[src/rtl/game_flow_ctrl.sv]
// Screen sequencer for the digit-counter game: key edge detection, screen FSM,
// slot count / cursor selection, mod-10 digit editing and the beep timer.
module game_flow_ctrl #(
   parameter int unsigned SLOTS       = 10,
   parameter logic [3:0]  INIT_DIGIT  = 4'h1,
   parameter int unsigned BEEP_CYCLES = 25000000
) (
   input  logic        clk,
   input  logic        rst,
   input  logic [15:0] btn,
   output logic [1:0]  state,
   output logic [3:0]  num,
   output logic [3:0]  cursor,
   output logic [39:0] status,
   output logic        beep
);

   localparam int unsigned CntW = (BEEP_CYCLES < 2) ? 1 : $clog2(BEEP_CYCLES + 1);

   localparam int unsigned KeyHelp    = 15;
   localparam int unsigned KeyNext    = 14;
   localparam int unsigned KeyBack    = 13;
   localparam int unsigned KeyExit    = 12;
   localparam int unsigned KeyConfirm = 10;
   localparam int unsigned KeyUp      = 2;
   localparam int unsigned KeyDown    = 6;
   localparam int unsigned KeyLeft    = 7;
   localparam int unsigned KeyRight   = 5;

   typedef enum logic [1:0] {
      StStart  = 2'b00,
      StHelp   = 2'b01,
      StChoose = 2'b10,
      StPlay   = 2'b11
   } state_e;

   function automatic logic [39:0] init_status();
      logic [39:0] s;
      s = '0;
      for (int i = 0; i < 10; i++) begin
         if (i < int'(SLOTS)) s[4*i +: 4] = INIT_DIGIT;
      end
      return s;
   endfunction

   localparam logic [39:0] StatusInit = init_status();

   state_e          state_q, state_d;
   logic [3:0]      num_q, num_d;
   logic [3:0]      cursor_q, cursor_d;
   logic [39:0]     status_q, status_d;
   logic [CntW-1:0] cnt_q, cnt_d;
   logic [15:0]     btn_q;
   logic [15:0]     press;

   logic [3:0] cur_digit;
   logic [3:0] new_digit;
   logic       digit_we;
   logic       unused_keys;

   assign press       = btn & ~btn_q;
   assign unused_keys = ^{press[11], press[9:8], press[4:3], press[1:0]};

   always_comb begin
      state_d   = state_q;
      num_d     = num_q;
      cursor_d  = cursor_q;
      status_d  = status_q;
      cnt_d     = (cnt_q != '0) ? cnt_q - 1'b1 : cnt_q;
      new_digit = 4'h0;
      digit_we  = 1'b0;

      cur_digit = 4'h0;
      for (int i = 0; i < 10; i++) begin
         if (4'(i) == cursor_q) cur_digit = status_q[4*i +: 4];
      end

      case (state_q)
         StStart: begin
            if (press[KeyHelp])      state_d = StHelp;
            else if (press[KeyNext]) state_d = StChoose;
         end
         StHelp: begin
            if (press[KeyBack])      state_d = StStart;
            else if (press[KeyNext]) state_d = StChoose;
         end
         StChoose: begin
            if (press[KeyExit]) begin
               state_d = StStart;
            end else if (press[KeyNext] || press[KeyConfirm]) begin
               state_d  = StPlay;
               cursor_d = 4'd0;
               cnt_d    = '0;
               for (int i = 0; i < 10; i++) begin
                  if (4'(i) < num_q) status_d[4*i +: 4] = INIT_DIGIT;
               end
            end else if (press[KeyUp]) begin
               num_d = (num_q == 4'(SLOTS)) ? 4'd1 : num_q + 4'd1;
            end else if (press[KeyDown]) begin
               num_d = (num_q == 4'd1) ? 4'(SLOTS) : num_q - 4'd1;
            end
         end
         StPlay: begin
            if (press[KeyExit]) begin
               state_d  = StStart;
               num_d    = 4'd1;
               cursor_d = 4'd0;
               status_d = StatusInit;
               cnt_d    = '0;
            end else if (press[KeyRight]) begin
               cursor_d = (cursor_q == num_q - 4'd1) ? 4'd0 : cursor_q + 4'd1;
            end else if (press[KeyLeft]) begin
               cursor_d = (cursor_q == 4'd0) ? num_q - 4'd1 : cursor_q - 4'd1;
            end else if (press[KeyUp]) begin
               digit_we = 1'b1;
               if (cur_digit == 4'd9) begin
                  new_digit = 4'd0;
                  // A wrap restarts the full beep rather than extending it.
                  cnt_d     = CntW'(BEEP_CYCLES);
               end else begin
                  new_digit = cur_digit + 4'd1;
               end
            end else if (press[KeyDown]) begin
               digit_we  = 1'b1;
               new_digit = (cur_digit == 4'd0) ? 4'd9 : cur_digit - 4'd1;
            end
         end
         default: state_d = StStart;
      endcase

      if (digit_we) begin
         for (int i = 0; i < 10; i++) begin
            if (4'(i) == cursor_q) status_d[4*i +: 4] = new_digit;
         end
      end

      for (int i = 0; i < 10; i++) begin
         if (i >= int'(SLOTS)) status_d[4*i +: 4] = 4'h0;
      end
   end

   always_ff @(posedge clk) begin
      if (rst) begin
         state_q  <= StStart;
         num_q    <= 4'd1;
         cursor_q <= 4'd0;
         status_q <= StatusInit;
         cnt_q    <= '0;
         // Keys held through reset must not fire once reset drops.
         btn_q    <= 16'hFFFF;
      end else begin
         state_q  <= state_d;
         num_q    <= num_d;
         cursor_q <= cursor_d;
         status_q <= status_d;
         cnt_q    <= cnt_d;
         btn_q    <= btn;
      end
   end

   assign state  = state_q;
   assign num    = num_q;
   assign cursor = cursor_q;
   assign status = status_q;
   assign beep   = (cnt_q != '0);

endmodule

[config.mk]
export PLATFORM = sky130hd
export DESIGN_NAME = game_flow_ctrl
export DESIGN_NICKNAME = d
export VERILOG_FILES = /design/src/rtl/game_flow_ctrl.sv
export SDC_FILE = /design/constraint.sdc
export NUM_CORES = 1
export LEC_CHECK = 0
export CAP_MARGIN = 10
export CORE_UTILIZATION = 59
export DETAILED_ROUTE_END_ITERATION = 10
export PLACE_DENSITY = 0.84
export SYNTH_ARGS = -nofsm -noshare
export SYNTH_HDL_FRONTEND = slang
export SYNTH_SLANG_ARGS = --single-unit
[constraint.sdc]
create_clock -name clk -period 9.46 [get_ports clk]
set_clock_uncertainty 0.15 [all_clocks]
set_input_delay 0.946 -clock clk [delete_from_list [all_inputs] [get_ports clk]]
set_output_delay 0.946 -clock clk [all_outputs]
set_load 0.02 [all_outputs]
# After elaboration in Yosys (flattened, before gate mapping)
# Cells that the tools add are included.
# W data, S select, Z words.
[word_totals]
output_inout_bits = 51
word_cells = 138
inputBits = 18
ff_bits = 91
[classes]
addsub = 7
eq_ne = 23
n_lt_le_gt_ge = 10
mux = 81
reduce_logical = 9
bitwise_logic = 2
[ops]
columns = ["operator", "count"]
rows = [
  ["$mux W4", 52],
  ["$mux W25", 8],
  ["$mux W40", 4],
  ["$pmux W40 S2", 1],
  ["$pmux W25 S2", 1],
  ["$reduce_bool A25 Y1", 1],
  ["$sub A25 B1 Y25 const B", 1],
  ["$and A16 B16 Y16", 1],
  ["$eq A3 B4 Y1 const A", 4],
  ["$lt A3 B4 Y1 const A", 4],
  ["$not A16 Y16", 1],
  ["$pmux W4 S2", 2],
  ["$add A4 B1 Y4 const B", 3],
  ["$mux W2", 6],
  ["$sub A4 B1 Y4 const B", 3],
  ["$eq A2 B4 Y1 const A", 2],
  ["$eq A4 B4 Y1 const A", 2],
  ["$eq A4 B4 Y1 const B", 2],
  ["$logic_not A4 Y1", 2],
  ["$lt A1 B4 Y1 const A", 2],
  ["$lt A2 B4 Y1 const A", 2],
  ["$lt A4 B4 Y1 const A", 2],
  ["$ne A2 B2 Y1 const B", 4],
  ["$pmux W2 S4", 1],
  ["other kinds (14)", 21],
]

# Depth between registers and ports, before layout
# Gate-level depths: netlist (run 1).
[depth]
word_depth = 21
ltp_mapped = 15
depth_no_buf = 14

# Least setup slack after synthesis (run 1)
# OpenSTA, ideal clock, no wires.
[synth_timing]
path_type = "register to register"
startpoint = "reg cursor_q[0], in the netlist cursor[0]"
endpoint = "reg status_q[21], in the netlist status[21]"
synth_period_minus_slack_ps = 3463
path_stages_with_launch = 15
required_time_ps = 9248
setup_ps = 62
t_arrival_ps = 3252
n_path_buf = 1
path_slack_ps = 5997
path_cell_list = "dfxtp_1 > inv_1 > ha_1 > buf_2 > a221oi_1 > o21ai_0 > and4_1 > inv_1 > ha_1 > nor2_1 > or4_1 > nand2_1 > mux2i_1 > a221oi_4 > a32o_1"
[synth_via]
elab_chain_cells = 21
elab_cells_between_ends = 34
cone_classes = "add/sub (2); eq/ne (10); mux (20); reduce/logical (2)"
[synth_rtl]
columns = ["item", "line", "source"]
rows = [
  ["start: declaration", "50", "logic [3:0] cursor_q, cursor_d;"],
  ["start signal: assignment", "154", "cursor_q <= cursor_d;"],
  ["$logic_not A4 Y1", "75", "if (4'(i) == cursor_q) cur_digit = status_q[4*i +: 4];"],
  ["$mux W4 (10 in series)", "75", ""],
  ["$sub A4 B1 Y4 / $logic_not A4 Y1 (equally long branches)", "125", "new_digit = (cur_digit == 4'd0) ? 4'd9 : cur_digit - 4'd1;"],
  ["$mux W4", "125", ""],
  ["$mux W4", "123", "end else if (press[KeyDown]) begin"],
  ["$mux W4", "114", "end else if (press[KeyUp]) begin"],
  ["$mux W4", "112", "end else if (press[KeyLeft]) begin"],
  ["$mux W4", "110", "end else if (press[KeyRight]) begin"],
  ["$mux W4", "104", "if (press[KeyExit]) begin"],
  ["$mux W4", "78", "case (state_q)"],
  ["$mux W4 *", "133", "if (4'(i) == cursor_q) status_d[4*i +: 4] = new_digit;"],
  ["$mux W40 *", "131", "if (digit_we) begin"],
  ["end signal: assignment", "147", "status_q <= StatusInit;"],
  ["end signal: assignment", "155", "status_q <= status_d;"],
  ["end: declaration", "51", "logic [39:0] status_q, status_d;"],
]
# Every way passes the cells marked *; elsewhere a longest branch is shown, timed or not.
# A chain may end at the register's enable or synchronous reset.

# Worst setup path after layout (run 1)
# Ends and elaborated chain as after synthesis.

==> flow_summary.toml, run 1 <==
[worst_setup_path]
crit_chain = "ha_1, a21oi_1, a221oi_1, o21ai_0, and4_1, inv_1, ha_1, nor2_1, or4_1, nand2_1, mux2i_1, a221oi_4, a32o_1"
cp_slowest_cell = "ha_1"
path_delay_family = "compound AO/OA/AOI/OAI gates"
start_kind = "flip-flop"
critPathArrivalTime_ps = 4540
critical_path.max_stage_delay_ps = 720
critPathMostFrequentCell = "ha_1"
cp_max_fo = 24
end_kind = "flip-flop"
crit_type = "flip-flop to flip-flop"
cp.required_ps = 9610
path_buf_inv = 1

[placement]
placed_cell_area_um2 = 5400
gp_congestion = 0.981
hpwl_um = 9670
port_buffers = 61

[logic_synthesis]
synth_top_cells_by_count = "dfxtp_1 (84), nand2_1 (61), nor2_1 (49), o21ai_0 (39), a21oi_1 (28)"
netlist-cell-type-count = 70
synth_top_area_frac = 0.348
synth_area_um2 = 4830
async_reset_ff_frac = 0
seq_area_frac_synth = 0.348
synth_edf_count = 0
syn_nets = 626
syn_inst = 595
yosysTopAreaCell = "dfxtp_1"
avgSynthCellArea_um2 = 8.13
synth_area_leaders = "dfxtp_1 (35%), nand2_1 (4.7%), xnor2_1 (4.7%)"
synth.most_common_cell = "dfxtp_1"
ys_warn_count = 0
synthFlopType = "dfxtp_1"
ys_ff_latch = 84

[finish]
drive_gt1_frac = 0.0671
fin_area_um2 = 5650
fin_nets = 667
fillers = 653
n_antenna_cell = 0
area_delta_synth_final_pct = 16.9

[global_route]
grt_overflow = 0
grt_max_degree = 27
grt_pass1_vias = 4405
grt_pass1_wl_um = 21700
grt.total_usage = 0.323
antenna_found_initial = 0

[floorplanning]
dieArea_um2 = 8560
core_um2 = 7810
dieWidth_um = 92.5
ios = 69
die_h_um = 92.5
placementRows = 32
initial_core_util = 0.619

[clock_network]
clkTransAtPathRegs_ps = 90
numClockSinks = 84
postCtsSetupBuffers = 0
htreeDepth = 3
cts_hold_buf = 0
root_buffer = "clkbuf_8"
clkLatencyLatePin_ps = 360
cts_resized = 0
cts-buffers-inserted = 9
clockBufferDepth = 2
cts_tree = "yes"

[timing]
worst_slew_margin_rel = 0.274
fin_tns_setup_ps = 0
fin_crit_sh = 0.464
slew_viol_final = 0
fmaxAchievable_mhz = 228
min_period_ps = 4390
finalSetupViolations = 0
tightest_slew_ps = 1080
hold_viol = 0
rsz0062_at_grt = "no"

[detailed_routing]
drc_errors = 0
routed_wire_length_per_instance_um = 18.2
antenna_left = 0
first_iter_violations = 505
dr_total_vias = 4854
avgViaCountPerCell = 6.53
dr.pass1.iters = 5
routed_wl_um = 13500

[power_and_ir_drop]
powerDensity_nw_per_um2 = 175
finalPower_mw = 0.987
peakVddDrop_mv = 0.0820
leakage_nw = 2.02

[run_status]
status = "completed"

[min_path]
holdCritPathClass = "flip-flop to flip-flop"

[job]
drv_cap = 0
[logic make-up (layout without fill, tap and decap cells)]
logic type      Yosys count  count (layout)  share of synthesized area
simple gates            245             245                      0.264
fa+ha+maj                13              13                     0.0336
compound gates          164             164                      0.241
flops                    84              84                      0.348
mux                       3               3                    0.00621
buf+inv                  59             105                     0.0582
xor+xnor                 27              27                     0.0489
[metrics by stage]
stage	hold slack [ps]	util	setup WS [ps]	std cells
finish	331	0.724	5070	743
global route	360	0.724	4800	743
CTS	334	0.724	5160	743
detailed placement	319	0.692	5190	727
global placement	314	0.692	5280	727
floorplan	303	-	6000	595
[flip-flops by register name, indices dropped and copies added (netlist names)]
register  cells
btn_q         9
state         2
status       40
cnt_q        25
cursor        4
num           4
[layer usage]
layer  up-vias  wire [um]  GRT usage
met2       273       6100      0.514
li1       2246          -          -
met3        52       1130     0.0443
met1      2283       5750      0.436
met4         0        524      0.138
met5         -          0          0
[area by class of cell]
| type | count | area, um^2 | area share |
|---|---|---|---|
| flip-flops and latches | 84 | 1680 | 0.298 |
| multi-input cells | 452 | 2870 | 0.508 |
| repair buffers | 63 | 626 | 0.111 |
| clock inverters | 5 | 106 | 0.0188 |
| inverters | 26 | 97.6 | 0.0173 |
| clock buffers | 11 | 141 | 0.0250 |
| well taps | 102 | 128 | 0.0226 |
[worst min-delay path: stages, from the launching register on]
cell     delay (ps)
dfxtp_1         330
nand2_1          60
o31ai_1          50
[path summary, 6_finish.rpt]
| check | cells after the start | endpoint | startpoint | slack, ps |
|---|---|---|---|---|
| max | 13 | status[21] | cursor[0] | 5070 |
| max reg2reg | 13 | status[21] | cursor[0] | 5070 |
| min | 2 | status[3] | status[3] | 330 |
| min reg2reg | 2 | status[3] | status[3] | 330 |
[power breakdown]
part / switching (mW) / internal [mW]
registers: 0.0245 / 0.382
clock network: 0.135 / 0.184
logic: 0.148 / 0.114
[placed cells by master (no fill, tap or decap), types with 4 or more instances in the layout]
cell type / count
nand3_1: 15
o31ai_1: 10
inv_1: 25
nor3b_1: 4
clkbuf_8: 10
nand3b_1: 4
a22o_1: 12
clkdlybuf4s50_1: 61
or3_1: 7
nor4_1: 11
and2_1: 6
o211ai_1: 5
nor3_1: 22
nor2b_1: 11
nand4_1: 7
o41ai_1: 9
or2_2: 10
a211oi_1: 9
dfxtp_1: 84
nand2_1: 61
o21ai_0: 39
nand2b_1: 14
xnor2_1: 26
and3_1: 9
o22ai_1: 4
ha_1: 13
a21oi_1: 28
a31oi_1: 8
a22oi_1: 5
nor2_1: 49
Power figures use the tool's default switching activity.
==> run 2: changes to the inputs <==
Settings changed: CORE_UTILIZATION 59 to 55, PLACE_DENSITY 0.84 to 0.79.
Clock period 9.46 ns to 4.49 ns, I/O delays scaled along.
==> run 2 against run 1 <==
Net effect:
- maximum frequency rose by 4.5%
- sequential share of layout area fell by 0.21 points
- cell area rose by 0.71%
- critical endpoint is now status[9]
==> flow_summary.toml, run 2 (synthesis results as in run 1) <==
[run_status]
status = "completed"

[power_and_ir_drop]
leakage_nw = 2.06
peakVddDrop_mv = 0.210
powerDensity_nw_per_um2 = 344

[floorplanning]
initial_core_util = 0.580
die_h_um = 95.8
core_um2 = 8340
ios = 69
dieWidth_um = 95.8
dieArea_um2 = 9170
placementRows = 33

[placement]
gp_congestion = 0.976
port_buffers = 61
placed_cell_area_um2 = 5500
hpwl_um = 10300
dp_cells = 742

[timing]
min_period_ps = 4200
rsz0062_at_grt = "no"
finalSetupViolations = 0
tightest_slew_ps = 865
hold_viol = 0
fin_tns_setup_ps = 0
worst_slew_margin_rel = 0.419
fmaxAchievable_mhz = 238
fin_crit_sh = 0.935
slew_viol_final = 0

[finish]
layout_commonest_cell = "dfxtp_1"
multiInputGateArea_um2 = 2870
fin_area_um2 = 5690
seqCellArea_um2 = 1680
area_delta_synth_final_pct = 17.7
largest_reg_flops = 40
drive_gt1_frac = 0.0858
n_antenna_cell = 0
most-common-layout-cells = "dfxtp_1 (84), nand2_1 (61), clkdlybuf4s50_1 (61)"
final_cells = 758
fillers = 732
fin_nets = 679

[worst_setup_path]
critPathArrivalTime_ps = 4360
end_kind = "flip-flop"
start_kind = "flip-flop"
crit_type = "flip-flop to flip-flop"
cp_max_fo = 14
cp.required_ps = 4650

[global_route]
grt-busiest-layer = "met2"
use_met3 = 0.0703
grt_max_degree = 22
met1_usage = 0.445
grt.total_usage = 0.328
antenna_found_initial = 0
grt_pass1_vias = 4533
met2_usage = 0.507
grt_overflow = 0
grt_pass1_wl_um = 22900

[clock_network]
cts-buffers-inserted = 9
clockBufferDepth = 2
cts_hold_buf = 0
numClockSinks = 84
cts_tree = "yes"
root_buffer = "clkbuf_8"
clkTransAtPathRegs_ps = 90
htreeDepth = 3
clkLatencyLatePin_ps = 370
postCtsSetupBuffers = 0
cts_resized = 0

[min_path]
holdCritPathClass = "flip-flop to flip-flop"

[detailed_routing]
routed_wl_um = 14000
first_iter_violations = 479
antenna_left = 0
avgViaCountPerCell = 6.41
drc_errors = 0
dr.pass1.iters = 6
routed_wire_length_per_instance_um = 18.5
dr_total_vias = 4860

[job]
drv_cap = 0
-- run 2: cell types whose count changed in the layout (fill, tap and decap cells not counted), sizes merged --
cell / change
bufinv: -3
inv: +1
clkinv: +2
buf: +12
-- run 2: per-layer routing --
metal | routed length (um) | vias up
met5 | 0 | -
met1 | 6060 | 2286
met4 | 463 | 0
li1 | - | 2273
met3 | 1230 | 46
met2 | 6280 | 255
-- run 2: layout make-up --
cell class,count,area share
clock buffers,11,0.0266
clock inverters,5,0.00747
inverters,26,0.0171
multi-input cells,452,0.505
flip-flops and latches,84,0.295
well taps,105,0.0231
repair buffers,75,0.126
-- run 2: final timing paths --
check,from,endpoint,slack (ps),cells past startpoint
worst min-delay path,cnt_q[2],cnt_q[2],340,2
worst max register to register,cursor[1],status[9],290,15
worst max-delay path,cursor[1],status[9],290,15
worst min register to register,cnt_q[2],cnt_q[2],340,2
-- run 2: worst max-delay path, cell delays in order, from the launching register on --
cell and delay, ps:
dfxtp_1 520, inv_1 150, ha_1 390, nand3b_1 250, a221oi_1 280, o21ai_0 160, and4_1 300, inv_1 120
ha_1 220, nor2_1 60, or4_1 480, nand2_1 120, mux2i_1 120, a221oi_4 450, buf_4 230, a22o_1 140
-- run 2: through the flow --
stage               hold slack [ps]  total power [mW]  setup slack [ps]   util
detailed placement              325              1.43               434  0.659
CTS                             336              1.96               407  0.682
floorplan                       303              1.33              1030      -
finish                          335              1.96               292  0.682
global placement                315              1.40               588  0.659
global route                    363              2.07              6.11  0.682
-- run 2: power breakdown --
group	switching [mW]	leakage [nW]	internal, mW
sequential	0.0508	0.683	0.805
clock	0.303	0.0965	0.237
combinational	0.320	1.28	0.244
total	0.673	2.06	1.29
